[config.mk]
export PLATFORM = sky130hd
export DESIGN_NAME = pll_lock_sequencer
export DESIGN_NICKNAME = d
export VERILOG_FILES = /design/src/rtl/pll_lock_sequencer.sv
export SDC_FILE = /design/constraint.sdc
export NUM_CORES = 1
export LEC_CHECK = 0
export BUFFER_PORTS_ARGS = -buffer_cell sky130_fd_sc_hd__buf_2
export CORE_MARGIN = 2
export CORE_UTILIZATION = 59
export CTS_CLUSTER_SIZE = 12
export DETAILED_ROUTE_END_ITERATION = 8
export GPL_TIMING_DRIVEN = 1
export HOLD_SLACK_MARGIN = 0.15
export PLACE_DENSITY_LB_ADDON = 0.12
export SLEW_MARGIN = 20
export SYNTH_ARGS = -nofsm -noshare
export SYNTH_HDL_FRONTEND = slang
export SYNTH_SLANG_ARGS = --single-unit
export TNS_END_PERCENT = 30
[constraint.sdc]
create_clock -name clock -period 2.3 [get_ports clock]
set_input_delay 0.345 -clock clock [delete_from_list [all_inputs] [get_ports clock]]
set_output_delay 0.345 -clock clock [all_outputs]
set_load 0.01 [all_outputs]
[src/rtl/pll_lock_sequencer.sv]
// PLL reset/lock sequencer: pulses RESETB, waits for a settled LOCK, then releases sys_reset.
// Optional bypass fallback after repeated lock timeouts: define PLL_BYPASS_FALLBACK_EN.
module pll_lock_sequencer #(
  parameter int PLL_RST_CYCLES      = 16,
  parameter int LOCK_SETTLE_CYCLES  = 1024,
  parameter int LOCK_TIMEOUT_CYCLES = 65535,
  parameter int MAX_RETRIES         = 3
) (
  input  logic       clock,
  input  logic       rst_n,
  input  logic       pll_lock,
  input  logic       relock_req,
  output logic       pll_resetb,
  output logic       pll_bypass,
  output logic       sys_reset,
  output logic       ready,
  output logic       fault,
  output logic [3:0] retries
);

  localparam int MAX_AB = (PLL_RST_CYCLES > LOCK_SETTLE_CYCLES) ? PLL_RST_CYCLES : LOCK_SETTLE_CYCLES;
  localparam int MAX_V  = (MAX_AB > LOCK_TIMEOUT_CYCLES) ? MAX_AB : LOCK_TIMEOUT_CYCLES;
  localparam int CNT_W  = $clog2(MAX_V + 1);

  localparam logic [CNT_W-1:0] RST_LAST    = CNT_W'(PLL_RST_CYCLES - 1);
  localparam logic [CNT_W-1:0] SETTLE_LAST = CNT_W'(LOCK_SETTLE_CYCLES - 1);
  localparam logic [CNT_W-1:0] TO_LAST     = CNT_W'(LOCK_TIMEOUT_CYCLES - 1);
  localparam logic [3:0]       RETRY_LIMIT = 4'((MAX_RETRIES > 15) ? 15 : MAX_RETRIES);

  if (PLL_RST_CYCLES < 1 || LOCK_SETTLE_CYCLES < 1 || LOCK_TIMEOUT_CYCLES < 1 || MAX_RETRIES < 1) begin : g_cfg_err
    $error("pll_lock_sequencer: cycle and retry parameters must all be >= 1");
  end

  typedef enum logic [2:0] {
    ST_RST_PLL,
    ST_WAIT_LOCK,
    ST_SETTLE,
    ST_RUN
`ifdef PLL_BYPASS_FALLBACK_EN
    , ST_BYPASS
`endif
  } state_t;

  function automatic logic [3:0] sat_inc(input logic [3:0] v);
    return (v == 4'hF) ? v : v + 4'd1;
  endfunction

  state_t           r_state;
  state_t           w_next;
  logic [CNT_W-1:0] r_cnt;
  logic             r_lock_p0;
  logic             r_lock_s;
  logic             r_resetb, r_bypass, r_sys_reset, r_ready, r_fault;
  logic [3:0]       r_retries;
  logic             w_fault;
  logic [3:0]       w_retries;
  logic             w_active;
  logic             w_bypass;

  always_comb begin
    w_next    = r_state;
    w_fault   = 1'b0;
    w_retries = r_retries;
    case (r_state)
      ST_RST_PLL: begin
        if (r_cnt == RST_LAST) w_next = ST_WAIT_LOCK;
      end
      ST_WAIT_LOCK: begin
        if (r_lock_s) begin
          w_next = ST_SETTLE;
        end else if (r_cnt == TO_LAST) begin
          w_fault   = 1'b1;
          w_retries = sat_inc(r_retries);
`ifdef PLL_BYPASS_FALLBACK_EN
          w_next    = (w_retries >= RETRY_LIMIT) ? ST_BYPASS : ST_RST_PLL;
`else
          w_next    = ST_RST_PLL;
`endif
        end
      end
      ST_SETTLE: begin
        // A lock drop on the final settle cycle still aborts the release.
        if (!r_lock_s) begin
          w_next = ST_WAIT_LOCK;
        end else if (r_cnt == SETTLE_LAST) begin
          w_next    = ST_RUN;
          w_retries = 4'd0;
        end
      end
      ST_RUN: begin
        if (!r_lock_s || relock_req) w_next = ST_RST_PLL;
      end
`ifdef PLL_BYPASS_FALLBACK_EN
      ST_BYPASS: begin
        if (relock_req) begin
          w_next    = ST_RST_PLL;
          w_retries = 4'd0;
        end
      end
`endif
      default: w_next = ST_RST_PLL;
    endcase
  end

  // Outputs are decoded from the next state so they register alongside it.
  always_comb begin
    w_active = (w_next == ST_RUN);
    w_bypass = 1'b0;
`ifdef PLL_BYPASS_FALLBACK_EN
    w_bypass = (w_next == ST_BYPASS);
`endif
  end

  always_ff @(posedge clock or negedge rst_n) begin
    if (!rst_n) begin
      r_state     <= ST_RST_PLL;
      r_cnt       <= '0;
      r_lock_p0   <= 1'b0;
      r_lock_s    <= 1'b0;
      r_resetb    <= 1'b0;
      r_bypass    <= 1'b0;
      r_sys_reset <= 1'b1;
      r_ready     <= 1'b0;
      r_fault     <= 1'b0;
      r_retries   <= 4'd0;
    end else begin
      r_lock_p0   <= pll_lock;
      r_lock_s    <= r_lock_p0;
      r_state     <= w_next;
      if (w_next != r_state)
        r_cnt <= '0;
      else if (r_state == ST_RST_PLL || r_state == ST_WAIT_LOCK || r_state == ST_SETTLE)
        r_cnt <= r_cnt + CNT_W'(1);
      r_resetb    <= (w_next == ST_WAIT_LOCK) || (w_next == ST_SETTLE) || w_active;
      r_bypass    <= w_bypass;
      r_sys_reset <= !(w_active || w_bypass);
      r_ready     <= w_active || w_bypass;
      r_fault     <= w_fault;
      r_retries   <= w_retries;
    end
  end

  assign pll_resetb = r_resetb;
  assign pll_bypass = r_bypass;
  assign sys_reset  = r_sys_reset;
  assign ready      = r_ready;
  assign fault      = r_fault;
  assign retries    = r_retries;

endmodule

* After elaboration in Yosys (flattened, before gate mapping)
Index checks and enable logic that the tools add are counted.
** Word-level totals
- Register bits after elaboration :: 29
- Bits in latches :: 0
- Memory bits (writable) :: 0
- Bits in read-only memories :: 0
- Bits of input ports :: 4
- Output and inout bits :: 9
- Word-level logic and storage cells :: 56
- Memories kept :: 0
** Operators by class
- $add $sub $neg :: 2
- Multiply operators :: 0
- Divide/modulo/power cells :: 0
- Magnitude comparators :: 0
- Eq/ne operators :: 16
- Shift operators :: 0
- Muxes and demuxes :: 18
- Bitwise operators :: 0
- Reductions and logical operators :: 11
** Operator list (count)
- 2-to-1 mux 16 bit :: 2
- 2-to-1 mux 4 bit :: 5
- 2-to-1 mux 3 bit :: 6
- adder 16 x 1 -> 16 bit, second input constant :: 1
- equality test 16 x 10 -> 1 bit, second input constant :: 1
- equality test 16 bit, second input constant :: 1
- equality test 16 x 4 -> 1 bit, second input constant :: 1
- equality test 3 x 2 -> 1 bit, second input constant :: 4
- one-hot mux 3 bit (4 select lines) :: 1
- != test 2 bit, second input constant :: 5
- one-hot mux 4 bit (2 select lines) :: 1
- equality test 3 x 1 -> 1 bit, second input constant :: 2
- AND reduction 6 bit :: 1
- logical OR 1 bit :: 5
- adder 4 x 1 -> 4 bit, second input constant :: 1
- equality test 4 bit, second input constant :: 1
- nonzero test 2 bit :: 2
- zero test 3 bit :: 1
- 2-to-1 mux 1 bit :: 3
- != test 3 bit :: 1
- zero test 1 bit :: 2

* Logic depth before layout (Yosys ltp)
Gate-level depths: netlist of run 1.
- Word-level depth :: 7
- Mapped depth :: 9
- Depth with buffers taken out :: 8

* Worst setup path before layout of run 1
Ideal clock, no wire load.
- Path kind :: register to register
- Start point :: register r_cnt[0]
- End point :: register r_retries[0], in the netlist retries[0]
- Setup time :: 0.125 ns
- Arrival :: 1.944 ns
- Data required time :: 2.175 ns
- Setup slack :: 0.231 ns
- Stages on the path, launching flop included :: 8
- Path buffers :: 0
- Period minus slack after synthesis :: 2.069 ns
- Cells stage by stage :: dfrtp_1 -> inv_1 -> ha_1 -> nand4_1 -> or4_4 -> a311oi_4 -> o22ai_1 -> mux2_4
** On the way
- Cells in the longest elaborated chain, start to end :: 3
- Elaborated cells between the ends (all ways) :: 5
- Those cells by class :: eq/ne: 4; reduce/logical: 1
** Ends and longest elaborated chain
- from (decl) :: line 50 : logic [CNT_W-1:0] r_cnt;
- from (signal assigned) :: line 133 : r_cnt <= r_cnt + CNT_W'(1);
- equality test 16 x 10 -> 1 bit / equality test 16 bit (equally long branches) :: line 85, 71
- != test 2 bit (no source line)
- AND reduction 6 bit (no source line) (*)
- to (signal assigned) :: line 139 : r_retries <= w_retries;
- to (decl) :: line 54 : logic [3:0] r_retries;
Every way passes the cells marked *; elsewhere a longest branch is shown, timed or not.
A chain may end at the register's enable or synchronous reset.

* Final worst setup path of run 1
- Start point :: register r_cnt[11]
- End point :: register r_cnt[5]
** On the way
- Cells in the longest elaborated chain, start to end :: 6
- Elaborated cells between the ends (all ways) :: 12
- Those cells by class :: eq/ne: 4; mux: 7; reduce/logical: 1
** Ends and longest elaborated chain
- equality test 16 x 10 -> 1 bit / equality test 16 bit (equally long branches) :: line 85, 71
- 2-to-1 mux 3 bit, on equally long branches :: line 85, 71
- 2-to-1 mux 3 bit, on equally long branches :: line 83, 69
- one-hot mux 3 bit (4 select lines) (*) :: line 64 : case (r_state)
- != test 3 bit (*) :: line 130 : if (w_next != r_state)
- 2-to-1 mux 16 bit / nonzero test 2 bit (equally long branches)
Marks and branches as above.

==> impl_metrics.xml, run 1 <==
<?xml version="1.0" encoding="UTF-8"?>
<metrics>
  <group name="route">
    <metric name="drt-initial-drc-count" unit="">58</metric>
    <metric name="vias" unit="">1389</metric>
    <metric name="vias_per_cell" unit="">6.26</metric>
    <metric name="detail_route.wl_per_cell" unit="µm">16.5</metric>
    <metric name="final_antenna_violating_net_count" unit="">0</metric>
    <metric name="drc_errors" unit="">0</metric>
    <metric name="drt_pre_antenna_iters" unit="">4</metric>
    <metric name="total_routed_wirelength" unit="µm">3660</metric>
  </group>
  <group name="clock_network">
    <metric name="insertion_delay" unit="ps">330</metric>
    <metric name="cts.clk_slew.worst_paths" unit="ps">80</metric>
    <metric name="htreeDepth" unit="">2</metric>
    <metric name="clock_tree.buffer_depth" unit="">2</metric>
    <metric name="root_buffer" unit="">clkbuf_4</metric>
    <metric name="cts_tree" unit="">yes</metric>
    <metric name="clkSinkCount" unit="">29</metric>
    <metric name="cts-buffers-inserted" unit="">5</metric>
  </group>
  <group name="timing">
    <metric name="timing_max_transition_violations_final" unit="">0</metric>
    <metric name="max_slew_margin" unit="">0.581</metric>
    <metric name="hold_slack" unit="ps">301</metric>
    <metric name="layout_min_cycle_time" unit="ps">2210</metric>
    <metric name="achievable-frequency" unit="GHz">0.452</metric>
    <metric name="timing.clock.skew" unit="ps">3.61</metric>
    <metric name="period_share" unit="">0.961</metric>
    <metric name="tns" unit="ps">0</metric>
    <metric name="finalSetupViolCount" unit="">0</metric>
    <metric name="worst_pin_slew" unit="ps">629</metric>
    <metric name="rsz0062_at_grt" unit="">no</metric>
    <metric name="final_hold_viol_count" unit="">0</metric>
  </group>
  <group name="final_layout">
    <metric name="fillerInstances" unit="">204</metric>
    <metric name="layout_cell_share_with_drive_strength_beyond_1" unit="">0.183</metric>
    <metric name="design.final.nets" unit="">197</metric>
    <metric name="utilization" unit="">0.676</metric>
    <metric name="ant_diodes" unit="">0</metric>
    <metric name="layout.area.seq" unit="µm²">727</metric>
    <metric name="layout-area-overhead-vs-synth" unit="%">11.1</metric>
    <metric name="multiInputGateArea" unit="µm²">878</metric>
  </group>
  <group name="global_route">
    <metric name="gr-usage-all-layers" unit="">0.236</metric>
    <metric name="vias_in_the_first_global_route" unit="">1304</metric>
    <metric name="number_of_antenna_violations_at_the_first_check_in_global_routing" unit="">0</metric>
    <metric name="grt_first_pass_wirelength" unit="µm">5820</metric>
    <metric name="grt_start_max_net_pins" unit="">30</metric>
    <metric name="grt_remaining_overflow" unit="">0</metric>
  </group>
  <group name="power_and_ir_drop">
    <metric name="static-leakage-power" unit="nW">0.924</metric>
    <metric name="power_frac_comb" unit="">0.054</metric>
    <metric name="seq_power_share" unit="">0.614</metric>
    <metric name="irDropWorstVdd" unit="V">0.000532</metric>
    <metric name="power.switching_fraction" unit="">0.236</metric>
    <metric name="switching_power" unit="µW">203</metric>
    <metric name="p_per_area" unit="mW/mm²">472</metric>
    <metric name="p_clk_frac" unit="">0.332</metric>
    <metric name="cell_internal_power" unit="µW">655</metric>
  </group>
  <group name="outcome">
    <metric name="outcome" unit="">finished clean</metric>
  </group>
  <group name="logic_synthesis">
    <metric name="synthCells" unit="">170</metric>
    <metric name="count_of_flip_flops_with_a_built_in_enable_after_synthesis" unit="">0</metric>
    <metric name="synth_top_cell_by_area" unit="">dfrtp_1</metric>
    <metric name="yosysSeqAreaShare" unit="">0.445</metric>
    <metric name="synth.most_common_cell" unit="">dfrtp_1</metric>
    <metric name="ys_ff_latch" unit="">29</metric>
    <metric name="synth.top_cells.by_count" unit="">dfrtp_1 (28), nand2_1 (20), nor2_1 (14)</metric>
    <metric name="synth.top_cells.by_area" unit="">dfrtp_1 (43%), nand2_1 (4.6%), o21ai_0 (4.0%)</metric>
    <metric name="syn_area_per_cell" unit="µm²">9.62</metric>
    <metric name="synth_largest_type_area_fraction" unit="">0.428</metric>
    <metric name="syn_area" unit="mm²">0.00164</metric>
    <metric name="share_of_async_settable_or_async_resettable_flops_after_synthesis" unit="">1.00</metric>
    <metric name="synth_top_flop_cell" unit="">dfrtp_1</metric>
    <metric name="number_of_warnings_issued_by_yosys" unit="">0</metric>
    <metric name="synth.distinct_cells" unit="">50</metric>
  </group>
  <group name="worst_setup_path">
    <metric name="cp_data_required_time" unit="ps">2520</metric>
    <metric name="worstSetupEndpointType" unit="">flip-flop</metric>
    <metric name="worst-endpoint-arrival" unit="ps">2430</metric>
    <metric name="start_to_end_type_of_the_worst_setup_path" unit="">flip-flop to flip-flop</metric>
    <metric name="critPathMaxFanout" unit="">13</metric>
    <metric name="cp-start-kind" unit="">flip-flop</metric>
  </group>
  <group name="min_path">
    <metric name="hp-class" unit="">input pin to flip-flop</metric>
  </group>
  <group name="job">
    <metric name="max_cap_violations" unit="">0</metric>
  </group>
  <group name="floorplan">
    <metric name="die_area" unit="mm²">0.00321</metric>
    <metric name="rows" unit="">19</metric>
    <metric name="initial_core_util" unit="">0.609</metric>
    <metric name="boundaryPins" unit="">13</metric>
    <metric name="chipWidth" unit="µm">56.6</metric>
    <metric name="fp.coreArea" unit="mm²">0.00269</metric>
    <metric name="chipHeight" unit="µm">56.6</metric>
  </group>
  <group name="placed_design">
    <metric name="gp_congestion" unit="">0.876</metric>
    <metric name="dpl.hpwl" unit="µm">2510</metric>
    <metric name="io_buffers" unit="">11</metric>
  </group>
</metrics>
[kinds of logic after synthesis]
logic type | share of synthesized area
compound gates | 0.193
buf+inv | 0.0383
xor+xnor | 0.00536
flops | 0.445
other cells | 0.00229
simple gates | 0.278
fa+ha+maj | 0.0230
mux | 0.0153
[power groups by stage]
| stage | sequential, mW | clock (mW) | combinational (mW) |
|---|---|---|---|
| global route | 0.528 | 0.318 | 0.0516 |
| detailed placement | 0.536 | 0 | 0.0396 |
| finish | 0.527 | 0.285 | 0.0462 |
| global placement | 0.535 | 0 | 0.0381 |
| floorplan | 0.533 | 0 | 0.0258 |
| CTS | 0.526 | 0.298 | 0.0424 |
[state kept, by name, indices dropped and copies added, names as in the netlist]
signal and count:
retries 4, fault 1, pll_resetb 1, r_lock_s 1, r_state 3, ready 1, r_cnt 16, r_lock_p0 1
sys_reset 1
[worst max-delay path, stage by stage (launching register included)]
cell and delay (ps):
dfrtp_1 470, nor4_1 420, nand2_1 210, o41ai_4 370, o31a_4 290, nor3_1 80, a211o_1 270
[path summary, 6_finish.rpt]
| kind | endpoint | slack [ps] | start | cells after the start |
|---|---|---|---|---|
| worst max register to register | r_cnt[5]$_DFFE_PN0P_ | 90 | r_cnt[11]$_DFFE_PN0P_ | 6 |
| min in group asynchronous | r_cnt[2]$_DFFE_PN0P_ | 560 | rst_n | 2 |
| max in group asynchronous | r_lock_s$_DFF_PN0_ | 1330 | rst_n | 2 |
| worst min register to register | r_lock_s$_DFF_PN0_ | 370 | r_lock_p0$_DFF_PN0_ | 0 |
| worst min-delay path | r_state[1]$_DFF_PN0_ | 300 | relock_req | 2 |
| worst max-delay path | r_cnt[5]$_DFFE_PN0P_ | 90 | r_cnt[11]$_DFFE_PN0P_ | 6 |
[area by class of cell]
cell class,count,share of cell area
multi-input combinational,132,0.483
sequential,29,0.400
timing repair buffer,17,0.0579
tap,31,0.0213
inverter,5,0.0103
clock buffer,8,0.0269
[stage by stage]
step	area, µm²	worst slack, ps	total power [mW]	cells
3_3_place_gp	1720	163	0.573	211
2_1_floorplan	1640	231	0.559	171
5_1_grt	1820	4.83	0.897	222
6_report	1820	90.0	0.858	222
3_5_place_dp	1720	109	0.576	211
4_1_cts	1790	87.1	0.867	221
[timing repair]
| action | in CTS | in global routing |
|---|---|---|
| setup endpoints to repair | 0 | 2 |
| gates resized for setup | 0 | 2 |
| hold buffers | 2 | 0 |
| hold endpoints to repair | 29 | 0 |
| setup buffers | 0 | 0 |
[layer usage]
layer  track usage  vias up  routed length (µm)
met5             0        -                   0
met4         0.102        0                  48
met3        0.0714        5                 192
met2         0.385       49                1820
met1         0.287      662                1600
li1              -      673                   -
[cells in the final DEF (no fill, tap or decap), types with 5 or more instances in the layout]
cell type,n
a21o_1,8
buf_2,11
clkbuf_4,5
dfrtp_1,28
inv_1,5
nand2_1,20
nand3_1,7
nor2_1,14
nor3_1,8
nor3b_1,7
o21ai_0,13
(Power assumes the default switching activity.)
==> run 2, diff against run 1 <==
--- a/config.mk
+++ b/config.mk
@@ -6,6 +6,7 @@
 export NUM_CORES = 1
 export LEC_CHECK = 0
 export BUFFER_PORTS_ARGS = -buffer_cell sky130_fd_sc_hd__buf_2
+export CORE_ASPECT_RATIO = 0.7
 export CORE_MARGIN = 2
 export CORE_UTILIZATION = 59
 export CTS_CLUSTER_SIZE = 12
==> impl_metrics.xml, run 2 (same netlist as run 1, synthesis figures left out) <==
<?xml version="1.0" encoding="UTF-8"?>
<metrics>
  <group name="route">
    <metric name="m1WireLength" unit="µm">1670</metric>
    <metric name="drt_pre_antenna_iters" unit="">5</metric>
    <metric name="detail_route.wl_per_cell" unit="µm">16.7</metric>
    <metric name="final_antenna_violating_net_count" unit="">0</metric>
    <metric name="vias_per_cell" unit="">6.32</metric>
    <metric name="met2_length" unit="µm">1730</metric>
    <metric name="vias" unit="">1416</metric>
    <metric name="dr.max_layer_used" unit="">met4</metric>
    <metric name="wl_met3" unit="µm">270</metric>
    <metric name="drt-initial-drc-count" unit="">202</metric>
    <metric name="total_routed_wirelength" unit="µm">3750</metric>
    <metric name="drc_errors" unit="">0</metric>
  </group>
  <group name="worst_setup_path">
    <metric name="worst-endpoint-arrival" unit="ps">2390</metric>
    <metric name="critPathMaxFanout" unit="">13</metric>
    <metric name="critical_path_buf_inv_count" unit="">0</metric>
    <metric name="critical_path.cell_chain" unit="">nor4_2 -&gt; nand2_1 -&gt; o41ai_2 -&gt; o31a_4 -&gt; nor3_1 -&gt; a211o_1</metric>
    <metric name="worst_path_dominant_cell_family" unit="">compound AO/OA/AOI/OAI gates</metric>
    <metric name="critPathMaxStageDelay" unit="ps">450</metric>
    <metric name="number_of_logic_stages_on_the_critical_path_including_buffering" unit="">6</metric>
    <metric name="start_to_end_type_of_the_worst_setup_path" unit="">flip-flop to flip-flop</metric>
    <metric name="critPathSlowestCell" unit="">dfrtp_1</metric>
    <metric name="worstSetupEndpointType" unit="">flip-flop</metric>
    <metric name="timing.reg2reg.worst_path_depth" unit="">6</metric>
    <metric name="cp-start-kind" unit="">flip-flop</metric>
    <metric name="cp_data_required_time" unit="ps">2460</metric>
  </group>
  <group name="timing">
    <metric name="achievable-frequency" unit="GHz">0.449</metric>
    <metric name="timing.clock.skew" unit="ps">5.65</metric>
    <metric name="hold_slack" unit="ps">175</metric>
    <metric name="max_slew_margin" unit="">0.577</metric>
    <metric name="layout_min_cycle_time" unit="ps">2230</metric>
    <metric name="finalSetupViolCount" unit="">0</metric>
    <metric name="tns" unit="ps">0</metric>
    <metric name="final_hold_viol_count" unit="">0</metric>
    <metric name="period_share" unit="">0.969</metric>
    <metric name="timing_max_transition_violations_final" unit="">0</metric>
    <metric name="worst_pin_slew" unit="ps">634</metric>
  </group>
  <group name="power_and_ir_drop">
    <metric name="static-leakage-power" unit="nW">0.944</metric>
    <metric name="total_power" unit="µW">990</metric>
    <metric name="irDropWorstVdd" unit="V">0.000388</metric>
    <metric name="p_per_area" unit="mW/mm²">535</metric>
  </group>
  <group name="final_layout">
    <metric name="most-common-layout-cells" unit="">dfrtp_1 (28), nand2_1 (20), nor2_1 (14)</metric>
    <metric name="ant_diodes" unit="">0</metric>
    <metric name="utilization" unit="">0.725</metric>
    <metric name="layout_commonest_cell" unit="">dfrtp_1</metric>
    <metric name="max_ffs_per_register" unit="">16</metric>
    <metric name="design.final.nets" unit="">197</metric>
    <metric name="layout-area-overhead-vs-synth" unit="%">13.2</metric>
    <metric name="regMostFlops" unit="">r_cnt</metric>
    <metric name="layout_cell_share_with_drive_strength_beyond_1" unit="">0.200</metric>
  </group>
  <group name="global_route">
    <metric name="gr-usage-all-layers" unit="">0.270</metric>
    <metric name="grt_first_pass_wirelength" unit="µm">6040</metric>
    <metric name="number_of_antenna_violations_at_the_first_check_in_global_routing" unit="">0</metric>
    <metric name="grt_start_max_net_pins" unit="">30</metric>
    <metric name="vias_in_the_first_global_route" unit="">1253</metric>
    <metric name="grt_remaining_overflow" unit="">0</metric>
  </group>
  <group name="clock_network">
    <metric name="insertion_delay" unit="ps">280</metric>
    <metric name="clkSinkCount" unit="">29</metric>
    <metric name="cts.clk_slew.worst_paths" unit="ps">60</metric>
    <metric name="clock_tree.buffer_depth" unit="">2</metric>
    <metric name="root_buffer" unit="">clkbuf_8</metric>
    <metric name="htreeDepth" unit="">2</metric>
    <metric name="cts_tree" unit="">yes</metric>
    <metric name="cts-buffers-inserted" unit="">5</metric>
  </group>
  <group name="floorplan">
    <metric name="fp.coreArea" unit="mm²">0.00255</metric>
    <metric name="rows" unit="">15</metric>
    <metric name="boundaryPins" unit="">13</metric>
    <metric name="chipHeight" unit="µm">48.1</metric>
    <metric name="chipWidth" unit="µm">66.9</metric>
    <metric name="die_area" unit="mm²">0.00322</metric>
    <metric name="initial_core_util" unit="">0.641</metric>
  </group>
  <group name="min_path">
    <metric name="min_delay_path_depth" unit="">1</metric>
    <metric name="hp-class" unit="">input pin to flip-flop</metric>
  </group>
  <group name="placed_design">
    <metric name="io_buffers" unit="">11</metric>
    <metric name="dpl.hpwl" unit="µm">2480</metric>
    <metric name="gp_congestion" unit="">0.883</metric>
  </group>
  <group name="job">
    <metric name="max_cap_violations" unit="">0</metric>
  </group>
  <group name="outcome">
    <metric name="outcome" unit="">finished clean</metric>
  </group>
</metrics>
==> run 2: cell type report <==
type,instances,area (µm²)
clock buffer,7,86.3
fill,202,702
timing repair buffer,17,103
multi-input combinational,132,873
sequential,29,727
tap,34,42.5
inverter,5,18.8
==> run 2: where the power goes <==
| part | leakage (nW) | internal (mW) | switching [mW] |
|---|---|---|---|
| combinational | 0.507 | 0.0157 | 0.0290 |
| sequential | 0.392 | 0.517 | 0.00937 |
| clock | 0.0443 | 0.237 | 0.182 |
| total | 0.944 | 0.770 | 0.220 |
==> run 2: path summary, 6_finish.rpt <==
| check | start | slack (ps) | to |
|---|---|---|---|
| max | r_cnt[11]$_DFFE_PN0P_ | 70 | r_cnt[3]$_DFFE_PN0P_ |
| min reg2reg | r_lock_p0$_DFF_PN0_ | 380 | r_lock_s$_DFF_PN0_ |
| max reg2reg | r_cnt[11]$_DFFE_PN0P_ | 70 | r_cnt[3]$_DFFE_PN0P_ |
| max in group asynchronous | rst_n | 1260 | r_cnt[0]$_DFFE_PN0P_ |
| min in group asynchronous | rst_n | 620 | r_cnt[7]$_DFFE_PN0P_ |
| min | pll_lock | 180 | r_lock_p0$_DFF_PN0_ |
==> run 2: what timing repair did <==
item | 4_1_cts | 5_1_grt
setup buffers | 0 | 0
resized for setup | 0 | 2
endpoints found under the hold margin | 28 | 0
setup endpoints to repair | 0 | 11
hold buffers | 1 | 0
==> run 2: layer usage <==
metal  vias up  global-route usage
met1       678               0.373
met2        60               0.408
met4         0               0.131
met5         -                   0
met3        13              0.0635
li1        665                   -
==> run 2: per-stage QoR <==
stage	setup WS [ps]	instances	instance area [µm²]
finish	71.9	224	1850
global route	-52.9	224	1850
CTS	32.8	223	1830
detailed placement	71.6	215	1730
global placement	158	215	1730
floorplan	231	171	1640
==> run 3, diff against run 2 <==
--- a/config.mk
+++ b/config.mk
@@ -5,7 +5,7 @@
 export SDC_FILE = /design/constraint.sdc
 export NUM_CORES = 1
 export LEC_CHECK = 0
-export BUFFER_PORTS_ARGS = -buffer_cell sky130_fd_sc_hd__buf_2
+export BUFFER_PORTS_ARGS = -buffer_cell sky130_fd_sc_hd__buf_4
 export CORE_ASPECT_RATIO = 0.7
 export CORE_MARGIN = 2
 export CORE_UTILIZATION = 59
==> impl_metrics.xml, run 3 (same netlist as run 1, synthesis figures left out) <==
<?xml version="1.0" encoding="UTF-8"?>
<metrics>
  <group name="min_path">
    <metric name="hp-class" unit="">input pin to flip-flop</metric>
    <metric name="min_delay_path_depth" unit="">1</metric>
  </group>
  <group name="worst_setup_path">
    <metric name="critical_path_buf_inv_count" unit="">1</metric>
    <metric name="worst_path_dominant_cell_family" unit="">simple AND/OR/NAND/NOR gates</metric>
    <metric name="cp_data_required_time" unit="ps">2450</metric>
    <metric name="worst-endpoint-arrival" unit="ps">2340</metric>
    <metric name="timing.reg2reg.worst_path_depth" unit="">7</metric>
    <metric name="worstSetupEndpointType" unit="">flip-flop</metric>
    <metric name="number_of_logic_stages_on_the_critical_path_including_buffering" unit="">7</metric>
    <metric name="critPathSlowestCell" unit="">or4_4</metric>
    <metric name="critPathMaxFanout" unit="">5</metric>
    <metric name="critical_path.cell_chain" unit="">inv_1 -&gt; ha_1 -&gt; nand4_1 -&gt; or4_4 -&gt; a311oi_4 -&gt; o22ai_1 -&gt; mux2_4</metric>
    <metric name="start_to_end_type_of_the_worst_setup_path" unit="">flip-flop to flip-flop</metric>
    <metric name="critPathMaxStageDelay" unit="ps">600</metric>
    <metric name="cp-start-kind" unit="">flip-flop</metric>
  </group>
  <group name="global_route">
    <metric name="grt_first_pass_wirelength" unit="µm">6040</metric>
    <metric name="grt_remaining_overflow" unit="">0</metric>
    <metric name="grt_start_max_net_pins" unit="">30</metric>
    <metric name="number_of_antenna_violations_at_the_first_check_in_global_routing" unit="">0</metric>
    <metric name="gr-usage-all-layers" unit="">0.269</metric>
    <metric name="vias_in_the_first_global_route" unit="">1298</metric>
  </group>
  <group name="placed_design">
    <metric name="dpl-instance-area" unit="mm²">0.00176</metric>
    <metric name="gp_congestion" unit="">0.875</metric>
    <metric name="dpl.hpwl" unit="µm">2640</metric>
    <metric name="io_buffers" unit="">11</metric>
    <metric name="worst_case_setup_slack_after_placement" unit="ps">76.3</metric>
  </group>
  <group name="power_and_ir_drop">
    <metric name="cell_internal_power" unit="µW">750</metric>
    <metric name="switching_power" unit="µW">217</metric>
    <metric name="power.switching_fraction" unit="">0.224</metric>
    <metric name="p_clk_frac" unit="">0.406</metric>
    <metric name="total_power" unit="µW">967</metric>
    <metric name="irDropWorstVdd" unit="V">0.000415</metric>
    <metric name="seq_power_share" unit="">0.545</metric>
    <metric name="power_frac_comb" unit="">0.049</metric>
    <metric name="p_per_area" unit="mW/mm²">513</metric>
    <metric name="static-leakage-power" unit="nW">0.942</metric>
  </group>
  <group name="timing">
    <metric name="timing_max_transition_violations_final" unit="">0</metric>
    <metric name="layout_min_cycle_time" unit="ps">2190</metric>
    <metric name="final_hold_viol_count" unit="">0</metric>
    <metric name="tns" unit="ps">0</metric>
    <metric name="finalSetupViolCount" unit="">0</metric>
    <metric name="achievable-frequency" unit="GHz">0.457</metric>
    <metric name="timing.clock.skew" unit="ps">8.57</metric>
    <metric name="rsz0062_at_grt" unit="">no</metric>
    <metric name="setup_ws" unit="ps">111</metric>
    <metric name="period_share" unit="">0.952</metric>
  </group>
  <group name="final_layout">
    <metric name="most-common-layout-cells" unit="">dfrtp_1 (28), nand2_1 (20), buf_4 (16)</metric>
    <metric name="utilization" unit="">0.738</metric>
    <metric name="design.final.nets" unit="">197</metric>
    <metric name="layout-area-overhead-vs-synth" unit="%">15.1</metric>
    <metric name="regMostFlops" unit="">r_cnt</metric>
    <metric name="layout.area.seq" unit="µm²">727</metric>
    <metric name="ant_diodes" unit="">0</metric>
    <metric name="layout_cell_share_with_drive_strength_beyond_1" unit="">0.194</metric>
    <metric name="multiInputGateArea" unit="µm²">885</metric>
    <metric name="layout_commonest_cell" unit="">dfrtp_1</metric>
    <metric name="fillerInstances" unit="">210</metric>
    <metric name="max_ffs_per_register" unit="">16</metric>
    <metric name="layout.cell_area.non_filler" unit="mm²">0.00188</metric>
  </group>
  <group name="route">
    <metric name="drt-initial-drc-count" unit="">213</metric>
    <metric name="vias_per_cell" unit="">6.49</metric>
    <metric name="total_routed_wirelength" unit="µm">3910</metric>
    <metric name="drc_errors" unit="">0</metric>
    <metric name="drt_pre_antenna_iters" unit="">5</metric>
    <metric name="detail_route.wl_per_cell" unit="µm">17.4</metric>
    <metric name="final_antenna_violating_net_count" unit="">0</metric>
    <metric name="vias" unit="">1461</metric>
  </group>
  <group name="floorplan">
    <metric name="rows" unit="">15</metric>
    <metric name="boundaryPins" unit="">13</metric>
    <metric name="chipWidth" unit="µm">66.9</metric>
    <metric name="fp.coreArea" unit="mm²">0.00255</metric>
    <metric name="chipHeight" unit="µm">48.1</metric>
    <metric name="initial_core_util" unit="">0.641</metric>
    <metric name="die_area" unit="mm²">0.00322</metric>
  </group>
  <group name="clock_network">
    <metric name="clkSinkCount" unit="">29</metric>
    <metric name="cts-buffers-inserted" unit="">5</metric>
    <metric name="htreeDepth" unit="">2</metric>
    <metric name="insertion_delay" unit="ps">270</metric>
    <metric name="post_cts_buffers" unit="">0</metric>
    <metric name="clock_tree.buffer_depth" unit="">2</metric>
    <metric name="cts.clk_slew.worst_paths" unit="ps">60</metric>
    <metric name="root_buffer" unit="">clkbuf_8</metric>
    <metric name="cts_tree" unit="">yes</metric>
  </group>
  <group name="outcome">
    <metric name="outcome" unit="">finished clean</metric>
  </group>
  <group name="job">
    <metric name="max_cap_violations" unit="">0</metric>
  </group>
</metrics>
-- run 3: cell count changes in the layout (fill, tap and decap cells not counted), sizes merged --
| cell | before | now |
|---|---|---|
| clkbuf | 7 | 8 |
-- run 3: area by class of cell --
| class | instances | area share |
|---|---|---|
| Multi-Input combinational cell | 132 | 0.470 |
| Tap cell | 34 | 0.0226 |
| Clock buffer | 8 | 0.0425 |
| Timing Repair Buffer | 17 | 0.0691 |
| Sequential cell | 29 | 0.386 |
| Inverter | 5 | 0.00997 |
-- run 3: worst paths after layout --
kind | slack, ps | from | end
hold reg to reg | 350 | r_lock_p0$_DFF_PN0_ | r_lock_s$_DFF_PN0_
max in group asynchronous | 1460 | rst_n | sys_reset$_DFF_PN1_
setup reg to reg | 110 | r_cnt[0]$_DFFE_PN0P_ | retries[0]$_DFFE_PN0P_
setup / recovery | 110 | r_cnt[0]$_DFFE_PN0P_ | retries[0]$_DFFE_PN0P_
hold / removal | 190 | pll_lock | r_lock_p0$_DFF_PN0_
min in group asynchronous | 530 | rst_n | r_cnt[6]$_DFFE_PN0P_
-- run 3: repair_timing --
item	in CTS	in global routing
hold buffers	1	0
hold endpoints to repair	28	0
setup endpoints to repair	0	11
resized for setup	0	3
-- run 3: metal layers --
layer | vias up | global-route usage | part of all wire
li1 | 668 | - | -
met1 | 707 | 0.340 | 0.43
met2 | 82 | 0.450 | 0.46
met3 | 4 | 0.0871 | 0.10
met4 | 0 | 0.0857 | 0.0090
met5 | - | 0 | 0
-- run 3: power by group through the flow --
stage,Sequential (mW),Combinational (mW),Clock (mW)
floorplan,0.533,0.0258,0
global placement,0.535,0.0400,0
detailed placement,0.535,0.0422,0
CTS,0.526,0.0438,0.396
global route,0.528,0.0529,0.418
finish,0.527,0.0472,0.393
-- run 3: per-stage QoR --
stage | hold WS, ps | instances
6_report | 186 | 225
3_5_place_dp | 286 | 215
4_1_cts | 180 | 224
2_1_floorplan | 49.4 | 171
3_3_place_gp | 280 | 215
5_1_grt | 178 | 225
-- run 3: worst reg2reg max path, cell delays in order (launching register included) --
cell      delay (ps)
dfrtp_1          420
inv_1             70
ha_1             140
nand4_1           90
or4_4            600
a311oi_4         250
o22ai_1          190
mux2_4           300
